<file path="config.mk">
export PLATFORM = sky130hd
export DESIGN_NAME = cache_fill_arbiter_flat
export DESIGN_NICKNAME = d
export VERILOG_FILES = /design/src/rtl/wisc_mem_pkg.sv /design/src/rtl/cache_fill_arbiter_if.sv /design/src/rtl/fill_counter.sv /design/src/rtl/cache_fill_arbiter.sv /design/src/flat_wrapper.sv
export SDC_FILE = /design/constraint.sdc
export NUM_CORES = 1
export LEC_CHECK = 0
export CELL_PAD_IN_SITES_DETAIL_PLACEMENT = 1
export CELL_PAD_IN_SITES_GLOBAL_PLACEMENT = 2
export CORE_MARGIN = 1
export CORE_UTILIZATION = 17
export DETAILED_ROUTE_END_ITERATION = 10
export PLACE_DENSITY_LB_ADDON = 0.25
export SLEW_MARGIN = 10
export SYNTH_ARGS = -nofsm -noshare
export SYNTH_HDL_FRONTEND = slang
export SYNTH_SLANG_ARGS = --single-unit
</file>
<file path="constraint.sdc">
create_clock -name clk -period 2.5 [get_ports clk]
set_input_delay 0.625 -clock clk [delete_from_list [all_inputs] [get_ports clk]]
set_output_delay 0.625 -clock clk [all_outputs]
set_load 0.02 [all_outputs]
</file>
<file path="src/rtl/wisc_mem_pkg.sv">
// Shared encodings and sizing for the cache fill arbiter.
package wisc_mem_pkg;

   localparam int BLOCK_WORDS = 8;

   typedef enum logic [1:0] {
      ST_IDLE  = 2'd0,
      ST_WRITE = 2'd1,
      ST_FILL  = 2'd2,
      ST_DONE  = 2'd3
   } state_e;

   typedef enum logic {
      OWN_I = 1'b0,
      OWN_D = 1'b1
   } owner_e;

   // Byte-offset bits inside a block of 16-bit words.
   function automatic int unsigned blk_off_mask(int unsigned words);
      return 2 * words - 1;
   endfunction

   localparam int unsigned BLK_OFF_MASK = blk_off_mask(BLOCK_WORDS);

endpackage

</file>
<file path="src/rtl/cache_fill_arbiter_if.sv">
// Cache, store and memory signals shared by the fill arbiter.
interface cache_fill_arbiter_if #(
   parameter int AWIDTH      = 16,
   parameter int DWIDTH      = 16,
   parameter int BLOCK_WORDS = 8
);
   localparam int WW = $clog2(BLOCK_WORDS);

   logic              icache_miss;
   logic [AWIDTH-1:0] icache_miss_addr;
   logic              dcache_miss;
   logic [AWIDTH-1:0] dcache_miss_addr;
   logic              dcache_wr;
   logic [AWIDTH-1:0] dcache_wr_addr;
   logic [DWIDTH-1:0] dcache_wr_data;

   logic              mem_enable;
   logic              mem_wr;
   logic [AWIDTH-1:0] mem_addr;
   logic [DWIDTH-1:0] mem_data_out;
   logic [DWIDTH-1:0] mem_data_in;
   logic              mem_data_valid;

   logic [DWIDTH-1:0] fill_data;
   logic [WW-1:0]     fill_word;
   logic              fill_we_i;
   logic              fill_we_d;
   logic              fill_done_i;
   logic              fill_done_d;
   logic              wr_ack;
   logic              stall_if;
   logic              stall_mem;
   logic              busy;

   modport master (
      input  icache_miss, icache_miss_addr,
      input  dcache_miss, dcache_miss_addr,
      input  dcache_wr, dcache_wr_addr,
      input  dcache_wr_data,
      input  mem_data_in, mem_data_valid,
      output mem_enable, mem_wr, mem_addr,
      output mem_data_out,
      output fill_data, fill_word,
      output fill_we_i, fill_we_d,
      output fill_done_i, fill_done_d,
      output wr_ack, stall_if, stall_mem,
      output busy
   );

   modport slave (
      output icache_miss, icache_miss_addr,
      output dcache_miss, dcache_miss_addr,
      output dcache_wr, dcache_wr_addr,
      output dcache_wr_data,
      output mem_data_in, mem_data_valid,
      input  mem_enable, mem_wr, mem_addr,
      input  mem_data_out,
      input  fill_data, fill_word,
      input  fill_we_i, fill_we_d,
      input  fill_done_i, fill_done_d,
      input  wr_ack, stall_if, stall_mem,
      input  busy
   );

endinterface

</file>
<file path="src/rtl/fill_counter.sv">
// Saturating up-counter with synchronous clear and terminal count.
module fill_counter #(
   parameter int W   = 4,
   parameter int MAX = 8
) (
   input  logic         clk,
   input  logic         rst,
   input  logic         clr_i,
   input  logic         en_i,
   output logic [W-1:0] cnt_o,
   output logic         tc_o
);

   logic [W-1:0] cnt_q, cnt_d;

   assign tc_o  = (cnt_q == W'(MAX));
   assign cnt_o = cnt_q;

   always_comb begin
      cnt_d = cnt_q;
      if (clr_i) begin
         cnt_d = '0;
      end else if (en_i && !tc_o) begin
         cnt_d = cnt_q + W'(1);
      end
   end

   always_ff @(posedge clk) begin
      if (rst) begin
         cnt_q <= '0;
      end else begin
         cnt_q <= cnt_d;
      end
   end

endmodule

</file>
<file path="src/rtl/cache_fill_arbiter.sv">
// Shares one pipelined memory between I-cache fills, D-cache fills
// and D-cache write-through stores; raises the pipeline stalls.
module cache_fill_arbiter #(
   parameter int AWIDTH      = 16,
   parameter int DWIDTH      = 16,
   parameter int BLOCK_WORDS = wisc_mem_pkg::BLOCK_WORDS
) (
   input logic                  clk,
   input logic                  rst,
   cache_fill_arbiter_if.master bus
);
   import wisc_mem_pkg::*;

   localparam int WW = $clog2(BLOCK_WORDS);
   localparam int CW = WW + 1;
   localparam logic [AWIDTH-1:0] OFF_MASK =
      AWIDTH'(blk_off_mask(BLOCK_WORDS));

   state_e            state_q, state_d;
   owner_e            owner_q, owner_d;
   logic [AWIDTH-1:0] base_q, base_d;

   logic [CW-1:0] issue_cnt, recv_cnt;
   logic          issue_tc, recv_tc;
   logic          in_fill, cnt_clr;
   logic          issue_en, recv_en, last_word;

   assign in_fill  = (state_q == ST_FILL);
   assign cnt_clr  = ~in_fill;
   assign issue_en = in_fill & ~issue_tc;
   assign recv_en  = in_fill & bus.mem_data_valid & ~recv_tc;
   assign last_word = recv_en &
      (recv_cnt == CW'(BLOCK_WORDS - 1));

   fill_counter #(.W(CW), .MAX(BLOCK_WORDS)) u_issue (
      .clk   (clk),
      .rst   (rst),
      .clr_i (cnt_clr),
      .en_i  (issue_en),
      .cnt_o (issue_cnt),
      .tc_o  (issue_tc)
   );

   fill_counter #(.W(CW), .MAX(BLOCK_WORDS)) u_recv (
      .clk   (clk),
      .rst   (rst),
      .clr_i (cnt_clr),
      .en_i  (recv_en),
      .cnt_o (recv_cnt),
      .tc_o  (recv_tc)
   );

   always_ff @(posedge clk) begin
      if (rst) begin
         state_q <= ST_IDLE;
         owner_q <= OWN_I;
         base_q  <= '0;
      end else begin
         state_q <= state_d;
         owner_q <= owner_d;
         base_q  <= base_d;
      end
   end

   // D-side work wins so the MEM stage is released first.
   always_comb begin
      state_d = state_q;
      owner_d = owner_q;
      base_d  = base_q;
      unique case (state_q)
         ST_IDLE: begin
            if (bus.dcache_miss) begin
               owner_d = OWN_D;
               base_d  = bus.dcache_miss_addr & ~OFF_MASK;
               state_d = ST_FILL;
            end else if (bus.dcache_wr) begin
               state_d = ST_WRITE;
            end else if (bus.icache_miss) begin
               owner_d = OWN_I;
               base_d  = bus.icache_miss_addr & ~OFF_MASK;
               state_d = ST_FILL;
            end
         end
         ST_WRITE: state_d = ST_IDLE;
         ST_FILL: begin
            if (last_word) begin
               state_d = ST_DONE;
            end
         end
         ST_DONE: state_d = ST_IDLE;
      endcase
   end

   always_comb begin
      bus.mem_enable   = 1'b0;
      bus.mem_wr       = 1'b0;
      bus.mem_addr     = {AWIDTH{1'b0}};
      bus.mem_data_out = {DWIDTH{1'b0}};
      bus.fill_data    = {DWIDTH{1'b0}};
      bus.fill_word    = {WW{1'b0}};
      bus.fill_we_i    = 1'b0;
      bus.fill_we_d    = 1'b0;
      bus.fill_done_i  = 1'b0;
      bus.fill_done_d  = 1'b0;
      bus.wr_ack       = 1'b0;
      unique case (state_q)
         ST_IDLE: ;
         ST_WRITE: begin
            bus.mem_enable   = 1'b1;
            bus.mem_wr       = 1'b1;
            bus.mem_addr     = bus.dcache_wr_addr;
            bus.mem_data_out = bus.dcache_wr_data;
            bus.wr_ack       = 1'b1;
         end
         ST_FILL: begin
            if (issue_en) begin
               bus.mem_enable = 1'b1;
               bus.mem_addr   = base_q +
                  AWIDTH'({issue_cnt, 1'b0});
            end
            if (recv_en) begin
               bus.fill_data = bus.mem_data_in;
               bus.fill_word = recv_cnt[WW-1:0];
               bus.fill_we_i = (owner_q == OWN_I);
               bus.fill_we_d = (owner_q == OWN_D);
            end
         end
         ST_DONE: begin
            bus.fill_done_i = (owner_q == OWN_I);
            bus.fill_done_d = (owner_q == OWN_D);
         end
      endcase
   end

   assign bus.stall_if  = bus.icache_miss;
   assign bus.stall_mem = bus.dcache_miss |
      (bus.dcache_wr & ~bus.wr_ack);
   assign bus.busy = (state_q != ST_IDLE);

endmodule

</file>
<file path="src/flat_wrapper.sv">
// flat-port wrapper written by rule: the top's interface ports become plain ports
module cache_fill_arbiter_flat import wisc_mem_pkg::*;
#(
   parameter int AWIDTH      = 16,
   parameter int DWIDTH      = 16,
   parameter int BLOCK_WORDS = wisc_mem_pkg::BLOCK_WORDS
)
  (clk, rst, bus_icache_miss, bus_icache_miss_addr, bus_dcache_miss, bus_dcache_miss_addr, bus_dcache_wr, bus_dcache_wr_addr, bus_dcache_wr_data, bus_mem_data_in, bus_mem_data_valid, bus_mem_enable, bus_mem_wr, bus_mem_addr, bus_mem_data_out, bus_fill_data, bus_fill_word, bus_fill_we_i, bus_fill_we_d, bus_fill_done_i, bus_fill_done_d, bus_wr_ack, bus_stall_if, bus_stall_mem, bus_busy);
  cache_fill_arbiter_if #(.AWIDTH(AWIDTH), .DWIDTH(DWIDTH), .BLOCK_WORDS(BLOCK_WORDS)) bus_i ();
  input logic clk;
  input logic rst;
  input wire logic [$bits(bus_i.icache_miss)-1:0] bus_icache_miss;
  input wire logic [$bits(bus_i.icache_miss_addr)-1:0] bus_icache_miss_addr;
  input wire logic [$bits(bus_i.dcache_miss)-1:0] bus_dcache_miss;
  input wire logic [$bits(bus_i.dcache_miss_addr)-1:0] bus_dcache_miss_addr;
  input wire logic [$bits(bus_i.dcache_wr)-1:0] bus_dcache_wr;
  input wire logic [$bits(bus_i.dcache_wr_addr)-1:0] bus_dcache_wr_addr;
  input wire logic [$bits(bus_i.dcache_wr_data)-1:0] bus_dcache_wr_data;
  input wire logic [$bits(bus_i.mem_data_in)-1:0] bus_mem_data_in;
  input wire logic [$bits(bus_i.mem_data_valid)-1:0] bus_mem_data_valid;
  output wire logic [$bits(bus_i.mem_enable)-1:0] bus_mem_enable;
  output wire logic [$bits(bus_i.mem_wr)-1:0] bus_mem_wr;
  output wire logic [$bits(bus_i.mem_addr)-1:0] bus_mem_addr;
  output wire logic [$bits(bus_i.mem_data_out)-1:0] bus_mem_data_out;
  output wire logic [$bits(bus_i.fill_data)-1:0] bus_fill_data;
  output wire logic [$bits(bus_i.fill_word)-1:0] bus_fill_word;
  output wire logic [$bits(bus_i.fill_we_i)-1:0] bus_fill_we_i;
  output wire logic [$bits(bus_i.fill_we_d)-1:0] bus_fill_we_d;
  output wire logic [$bits(bus_i.fill_done_i)-1:0] bus_fill_done_i;
  output wire logic [$bits(bus_i.fill_done_d)-1:0] bus_fill_done_d;
  output wire logic [$bits(bus_i.wr_ack)-1:0] bus_wr_ack;
  output wire logic [$bits(bus_i.stall_if)-1:0] bus_stall_if;
  output wire logic [$bits(bus_i.stall_mem)-1:0] bus_stall_mem;
  output wire logic [$bits(bus_i.busy)-1:0] bus_busy;
  assign bus_i.icache_miss = bus_icache_miss;
  assign bus_i.icache_miss_addr = bus_icache_miss_addr;
  assign bus_i.dcache_miss = bus_dcache_miss;
  assign bus_i.dcache_miss_addr = bus_dcache_miss_addr;
  assign bus_i.dcache_wr = bus_dcache_wr;
  assign bus_i.dcache_wr_addr = bus_dcache_wr_addr;
  assign bus_i.dcache_wr_data = bus_dcache_wr_data;
  assign bus_i.mem_data_in = bus_mem_data_in;
  assign bus_i.mem_data_valid = bus_mem_data_valid;
  assign bus_mem_enable = bus_i.mem_enable;
  assign bus_mem_wr = bus_i.mem_wr;
  assign bus_mem_addr = bus_i.mem_addr;
  assign bus_mem_data_out = bus_i.mem_data_out;
  assign bus_fill_data = bus_i.fill_data;
  assign bus_fill_word = bus_i.fill_word;
  assign bus_fill_we_i = bus_i.fill_we_i;
  assign bus_fill_we_d = bus_i.fill_we_d;
  assign bus_fill_done_i = bus_i.fill_done_i;
  assign bus_fill_done_d = bus_i.fill_done_d;
  assign bus_wr_ack = bus_i.wr_ack;
  assign bus_stall_if = bus_i.stall_if;
  assign bus_stall_mem = bus_i.stall_mem;
  assign bus_busy = bus_i.busy;
  cache_fill_arbiter #(.AWIDTH(AWIDTH), .DWIDTH(DWIDTH), .BLOCK_WORDS(BLOCK_WORDS)) u_core (.clk(clk), .rst(rst), .bus(bus_i));
endmodule
</file>
# Word level (Yosys, flattened, before mapping)
# Index checks and enable logic that the tools add are counted.
[classes]
eq_ne = 9
bitwise = 11
mux = 27
reduce_logical = 11
addsub = 3
[ops]
columns = ["cell", "n"]
rows = [
  ["16-bit two-way mux", 7],
  ["16-bit case mux with 2 select lines", 1],
  ["16-bit by 5-bit adder with 16-bit output", 1],
  ["1-bit two-way mux", 11],
  ["4-bit by 1-bit adder with 4-bit output, second input constant", 2],
  ["4-bit equality test, second input constant", 2],
  ["2-bit two-way mux", 4],
  ["3-bit two-way mux", 2],
  ["2-bit case mux with 3 select lines", 1],
  ["1-bit bitwise AND", 5],
  ["1-bit inverter", 5],
  ["2-bit equality test, second input constant", 2],
  ["4-bit by 3-bit equality test with 1-bit output, second input constant", 1],
  ["2-bit != test, second input constant", 2],
  ["4-bit != test, second input constant", 1],
  ["2-bit nonzero test", 2],
  ["2-bit OR reduction", 2],
  ["3-bit AND reduction", 1],
  ["2-bit by 1-bit equality test with 1-bit output, second input constant", 1],
  ["1-bit logical AND", 2],
  ["1-bit zero test", 2],
  ["2-bit zero test", 1],
  ["1-bit case mux with 2 select lines", 1],
  ["2-bit AND reduction", 1],
  ["1-bit bitwise OR", 1],
]
[word_totals]
output_inout_bits = 61
ff_bits = 27
word_cells = 66

# Depth between registers and ports, before layout
[depth]
word_depth = 6
mapped_depth = 8
ltp_nobuf = 6

# Cells and area by module
# Synthesis repeated with hierarchy kept, for this count alone.
[unflattened]
cells_unflattened = 246
area_unflattened_um2 = 1903.1
[modules_own_cells]
columns = ["module", "cells_per_inst", "seq_area_each_um2", "area_per_inst_um2", "n_inst"]
rows = [
  ["cache_fill_arbiter", 196, 300.3, 1455.1, 1],
  ["fill_counter", 25, 80.1, 224.0, 2],
]

# Least setup slack after synthesis
# Ideal clock, no wire load.
[synth_path]
path_kind = "flip-flop to output port"
start = "register u_core.u_issue.cnt_q[0], in the netlist u_core.u_issue.cnt_o[0]"
end = "output port bus_mem_addr[11]"
arrival_time_ps = 1691
path_slack_ps = 184
stages_incl_launch_ff = 9
cell_sequence = "dfxtp_1 -> inv_1 -> ha_1 -> nand2_1 -> or2_1 -> buf_2 -> nand3_1 -> buf_4 -> o21ai_0"
[synth_via]
elab_chain_cells = 5
[synth_rtl]
columns = ["item", "line_no", "rtl"]
rows = [
  ["start: declaration", "fill_counter.sv:14", "logic [W-1:0] cnt_q, cnt_d;"],
  ["start signal: assignment", "fill_counter.sv:32", "cnt_q <= cnt_d;"],
  ["parallel branches: the longest is 3 deep, another holds 16-bit by 5-bit adder with 16-bit output", "--", ""],
  ["16-bit two-way mux *", "cache_fill_arbiter.sv:116", "if (issue_en) begin"],
  ["16-bit case mux with 2 select lines *", "cache_fill_arbiter.sv:106", "unique case (state_q)"],
  ["end: declaration", "flat_wrapper.sv:23", "output wire logic [$bits(bus_i.mem_addr)-1:0] bus_mem_addr;"],
]
# Every way passes the cells marked *.

# Final worst setup path
[layout_path]
start = "register u_core.u_issue.cnt_q[0], in the netlist u_core.u_issue.cnt_o[0]"
end = "output port bus_mem_enable"
[layout_via]
elab_chain_cells = 5
[layout_rtl]
columns = ["item", "line_no", "rtl"]
rows = [
  ["4-bit equality test", "fill_counter.sv:16", "assign tc_o = (cnt_q == W'(MAX));"],
  ["1-bit inverter", "cache_fill_arbiter.sv:30", "assign issue_en = in_fill & ~issue_tc;"],
  ["1-bit bitwise AND", "cache_fill_arbiter.sv:30", ""],
  ["1-bit two-way mux", "cache_fill_arbiter.sv:116", ""],
  ["1-bit case mux with 2 select lines", "cache_fill_arbiter.sv:106", ""],
  ["end: declaration", "flat_wrapper.sv:21", "output wire logic [$bits(bus_i.mem_enable)-1:0] bus_mem_enable;"],
]
# Every way passes these cells.

==> impl_summary.log <==
[metrics] most instantiated flip-flop cell in the synthesis netlist: sky130_fd_sc_hd__dfxtp_1
[metrics] synthesized netlist net count: 333
[metrics] Total GRT Usage: 11.8%
[metrics] Worst Setup Start Kind: flop
[metrics] Overflow after GRT: 0
[metrics] global-route wire length before repair: 10900 um
[metrics] synthesized flop and latch total: 23
[metrics] vias in the first global route: 2274
[metrics] power density cells: 652 nW/um2
[metrics] leakage power total: 1.61 nW
[metrics] Max Transition Viols Final: 0
[metrics] Fin Clk Skew: 0.00543 ns
[metrics] CTS root buf: sky130_fd_sc_hd__clkbuf_8
[metrics] minimum hold slack: 0.479 ns
[metrics] vias after detailed routing: 2197
[metrics] Max VDD drop: 0.234 mV
[metrics] slowest cell delay on critical path: 0.33 ns
[metrics] fill cell instance count of the final layout: 1330
[metrics] Clock Tree Buf Depth: 2
[metrics] wire length after detailed routing: 6940 um
[metrics] Fmax achieved: 0.411 GHz
[metrics] number of enable-type register cells in the synthesized netlist: 0
[metrics] number of I/O pins: 147
[metrics] detailed-router iteration count before antenna repair: 4
[metrics] detail-routed net length per standard cell: 12.8 um
[metrics] Placer Congestion: 0.688
[metrics] worst min-delay path category: reg2reg
[metrics] total number of placement rows: 38
[metrics] setup repair after global routing missed its margin: yes
[metrics] share of post-route cells with drive strength above 1: 26.0%
[metrics] sink count of the clock tree: 23
[metrics] # Post-CTS Setup Buffers: 0
[metrics] die width: 107 um
[metrics] worst max-slew margin expressed relative to the limit: 72.1%
[metrics] Cell Area, Synth: 1890 um2
[metrics] largest net degree at the start of global routing: 24
[metrics] clock network latency to the later pin of the worst-skew pair: 0.27 ns
[metrics] Max FO, Critical Path: 3
[metrics] layout net count: 498
[metrics] number of diodes: 0
[metrics] sequence of cells on the critical path: inv_2, ha_2, nand2_2, or2_4, buf_4, and3_4, or2_1, buf_2
[metrics] number of antenna violations at the first check in global routing: 0
[metrics] kind of end point of the critical path: primary output
[metrics] Data required, critical path: 1.88 ns
[metrics] synth unique cells: 44
[metrics] Reg clk slew, reported paths: 0.08 ns
[metrics] TritonCTS clock tree: yes
[metrics] remaining design rule violation count: 0
[metrics] clock buffers created by TritonCTS: 3
[metrics] Synth Instances: 236
[metrics] Die Y-Extent: 107 um
[metrics] number of I/O port buffers: 138
[metrics] number of synthesis warnings: 0
[metrics] via count normalized by instance count: 4.07
[metrics] fraction of registers with async set/reset: 0%
[metrics] Starting Density: 17.4%
[metrics] CP Data Arrival Time: 1.81 ns
[metrics] H-tree level count: 1
[metrics] final design utilization: 33.2%
[metrics] Post-Synthesis Mean Instance Area: 8.01 um2
[metrics] Detailed Place HPWL: 5840 um
[metrics] portion of the post-synthesis area used by sequential elements: 24.4%
[metrics] max-cap check violation count: 0
[metrics] Least-Margin Pin Slew: 0.419 ns
[metrics] Period Utilization, post-route: 97.3%
[metrics] run status: completed
[metrics] area of the die: 11500 um2
[metrics] Post-DRT Antenna Nets: 0
[metrics] Tmin final: 2.43 ns
[metrics] layout overhead on the synthesized area: 90.5%
[metrics] number of setup violations in the final report: 0
[metrics] type of the worst setup path: reg2out
[metrics] cell at the slowest stage of the critical path: sky130_fd_sc_hd__dfxtp_2
[metrics] Floorplan Core Area: 10800 um2
[metrics] violation count after the first detailed-route iteration: 26
[metrics] Final Hold Viols: 0
## synth_stat cells, types with 2 or more instances
library cell / n / area share [%]
sky130_fd_sc_hd__inv_1: 12 / 2.4
sky130_fd_sc_hd__o21ai_0: 8 / 2.1
sky130_fd_sc_hd__xor2_1: 2 / 0.93
sky130_fd_sc_hd__ha_1: 11 / 7.3
sky130_fd_sc_hd__buf_2: 4 / 1.1
sky130_fd_sc_hd__dfxtp_1: 23 / 24
sky130_fd_sc_hd__a22o_1: 2 / 0.93
sky130_fd_sc_hd__nor2_1: 25 / 5.0
sky130_fd_sc_hd__a22oi_1: 2 / 0.79
sky130_fd_sc_hd__clkbuf_2: 2 / 0.53
sky130_fd_sc_hd__mux2i_1: 14 / 7.4
sky130_fd_sc_hd__a21oi_1: 3 / 0.79
sky130_fd_sc_hd__nor2b_1: 3 / 0.99
sky130_fd_sc_hd__nand3b_1: 2 / 0.79
sky130_fd_sc_hd__buf_4: 4 / 1.6
sky130_fd_sc_hd__a211oi_1: 12 / 4.8
sky130_fd_sc_hd__nand2_1: 19 / 3.8
sky130_fd_sc_hd__and2_1: 37 / 12
sky130_fd_sc_hd__nor3_1: 2 / 0.53
sky130_fd_sc_hd__xnor2_1: 12 / 5.6
sky130_fd_sc_hd__or2_1: 2 / 0.66
sky130_fd_sc_hd__nand2b_1: 2 / 0.66
sky130_fd_sc_hd__o21ai_2: 3 / 1.4
sky130_fd_sc_hd__nand3_1: 5 / 1.3
sky130_fd_sc_hd__clkbuf_1: 6 / 1.2
## power breakdown
group          internal, mW  switching [mW]
registers             0.460          0.0967
logic                 0.753           0.802
clock network         0.111           0.123
## cell families after synthesis
group                    count (synthesis)  share of synthesized area [%]
multiplexers                            15                           8.01
XOR/XNOR                                14                           6.49
AND/OR/NAND/NOR                        109                           33.2
AO/OA/AOI/OAI                           36                           13.9
adder cells (fa/ha/maj)                 11                           7.28
buffers and inverters                   28                           6.75
flip-flops                              23                           24.4
## per-layer routing
metal / vias to the layer above / wire length (um) / global-route usage (%)
met5: - / 0 / 0
met4: 0 / 8 / 1.17
met3: 2 / 432 / 2.48
met2: 57 / 3600 / 22.5
met1: 1020 / 2890 / 13.7
li1: 1118 / - / -
## cell type report
| type | count | area (um2) | area share (%) |
|---|---|---|---|
| Clock buffer | 3 | 41.3 | 1.15 |
| Clock inverter | 1 | 5.00 | 0.139 |
| Inverter | 12 | 45.0 | 1.25 |
| Multi-Input combinational cell | 185 | 1350 | 37.6 |
| Sequential cell | 23 | 463 | 12.9 |
| Tap cell | 140 | 175 | 4.87 |
| Timing Repair Buffer | 176 | 1520 | 42.2 |
## timing repair
item / 4_1_cts / 5_1_grt
gates resized for setup: 163 / 39
gates cloned: 0 / 1
pin swaps: 0 / 4
endpoints found under the setup margin: 55 / 38
hold buffers: 0 / 0
## worst max-delay path, delay by kind of cell (launching register included)
kind          cells  cell delay, ns
simple gates      4            0.71
buf+inv           3            0.35
flops             1            0.33
fa+ha+maj         1            0.16
## placed cells by master (no fill, tap or decap), drive strengths merged, types with 3 or more instances in the layout
cell           Yosys  layout
a211oi            12      12
a21oi              3       3
and2              37      37
buf                8      70
clkbuf             8       5
clkdlybuf4s50      0      80
dfxtp             23      23
dlygate4sd2        0      20
dlymetal6s2s       0       3
ha                11      11
inv               12      12
mux2i             14      14
nand2             19      19
nand3              7       7
nor2              25      25
nor2b              3       3
nor3               3       3
o21ai             12      12
xnor2             12      12
## stage by stage
stage          TNS [ns]  setup slack, ns  power [mW]  std cells  area [um2]
3_3_place_gp      -9.60           -0.415        2.17        535        3640
4_1_cts         -0.0911          -0.0800        2.37        539        3580
3_5_place_dp     -10.10           -0.444        2.19        535        3640
6_report              0           0.0665        2.35        540        3600
5_1_grt         -0.0258          -0.0206        2.54        540        3600
2_1_floorplan         0            0.184        1.39        236        1890
## sequential cells by signal, indices dropped and copies added (netlist names)
register              flops
u_core.base_q            12
u_core.state_q            2
u_core.u_issue.cnt_o      4
u_core.u_recv.cnt_o       4
u_core.owner_q            1
## worst paths after layout
kind                                         startpoint                      to  slack, ns  depth (start not counted)
worst max register to register        u_core.state_q[0]        u_core.base_q[5]       0.80                          6
worst max-delay path            u_core.u_issue.cnt_o[0]          bus_mem_enable       0.07                          8
worst min-delay path             u_core.u_recv.cnt_o[2]  u_core.u_recv.cnt_o[2]       0.48                          2
worst min register to register   u_core.u_recv.cnt_o[2]  u_core.u_recv.cnt_o[2]       0.48                          2
(Power assumes the default switching activity.)
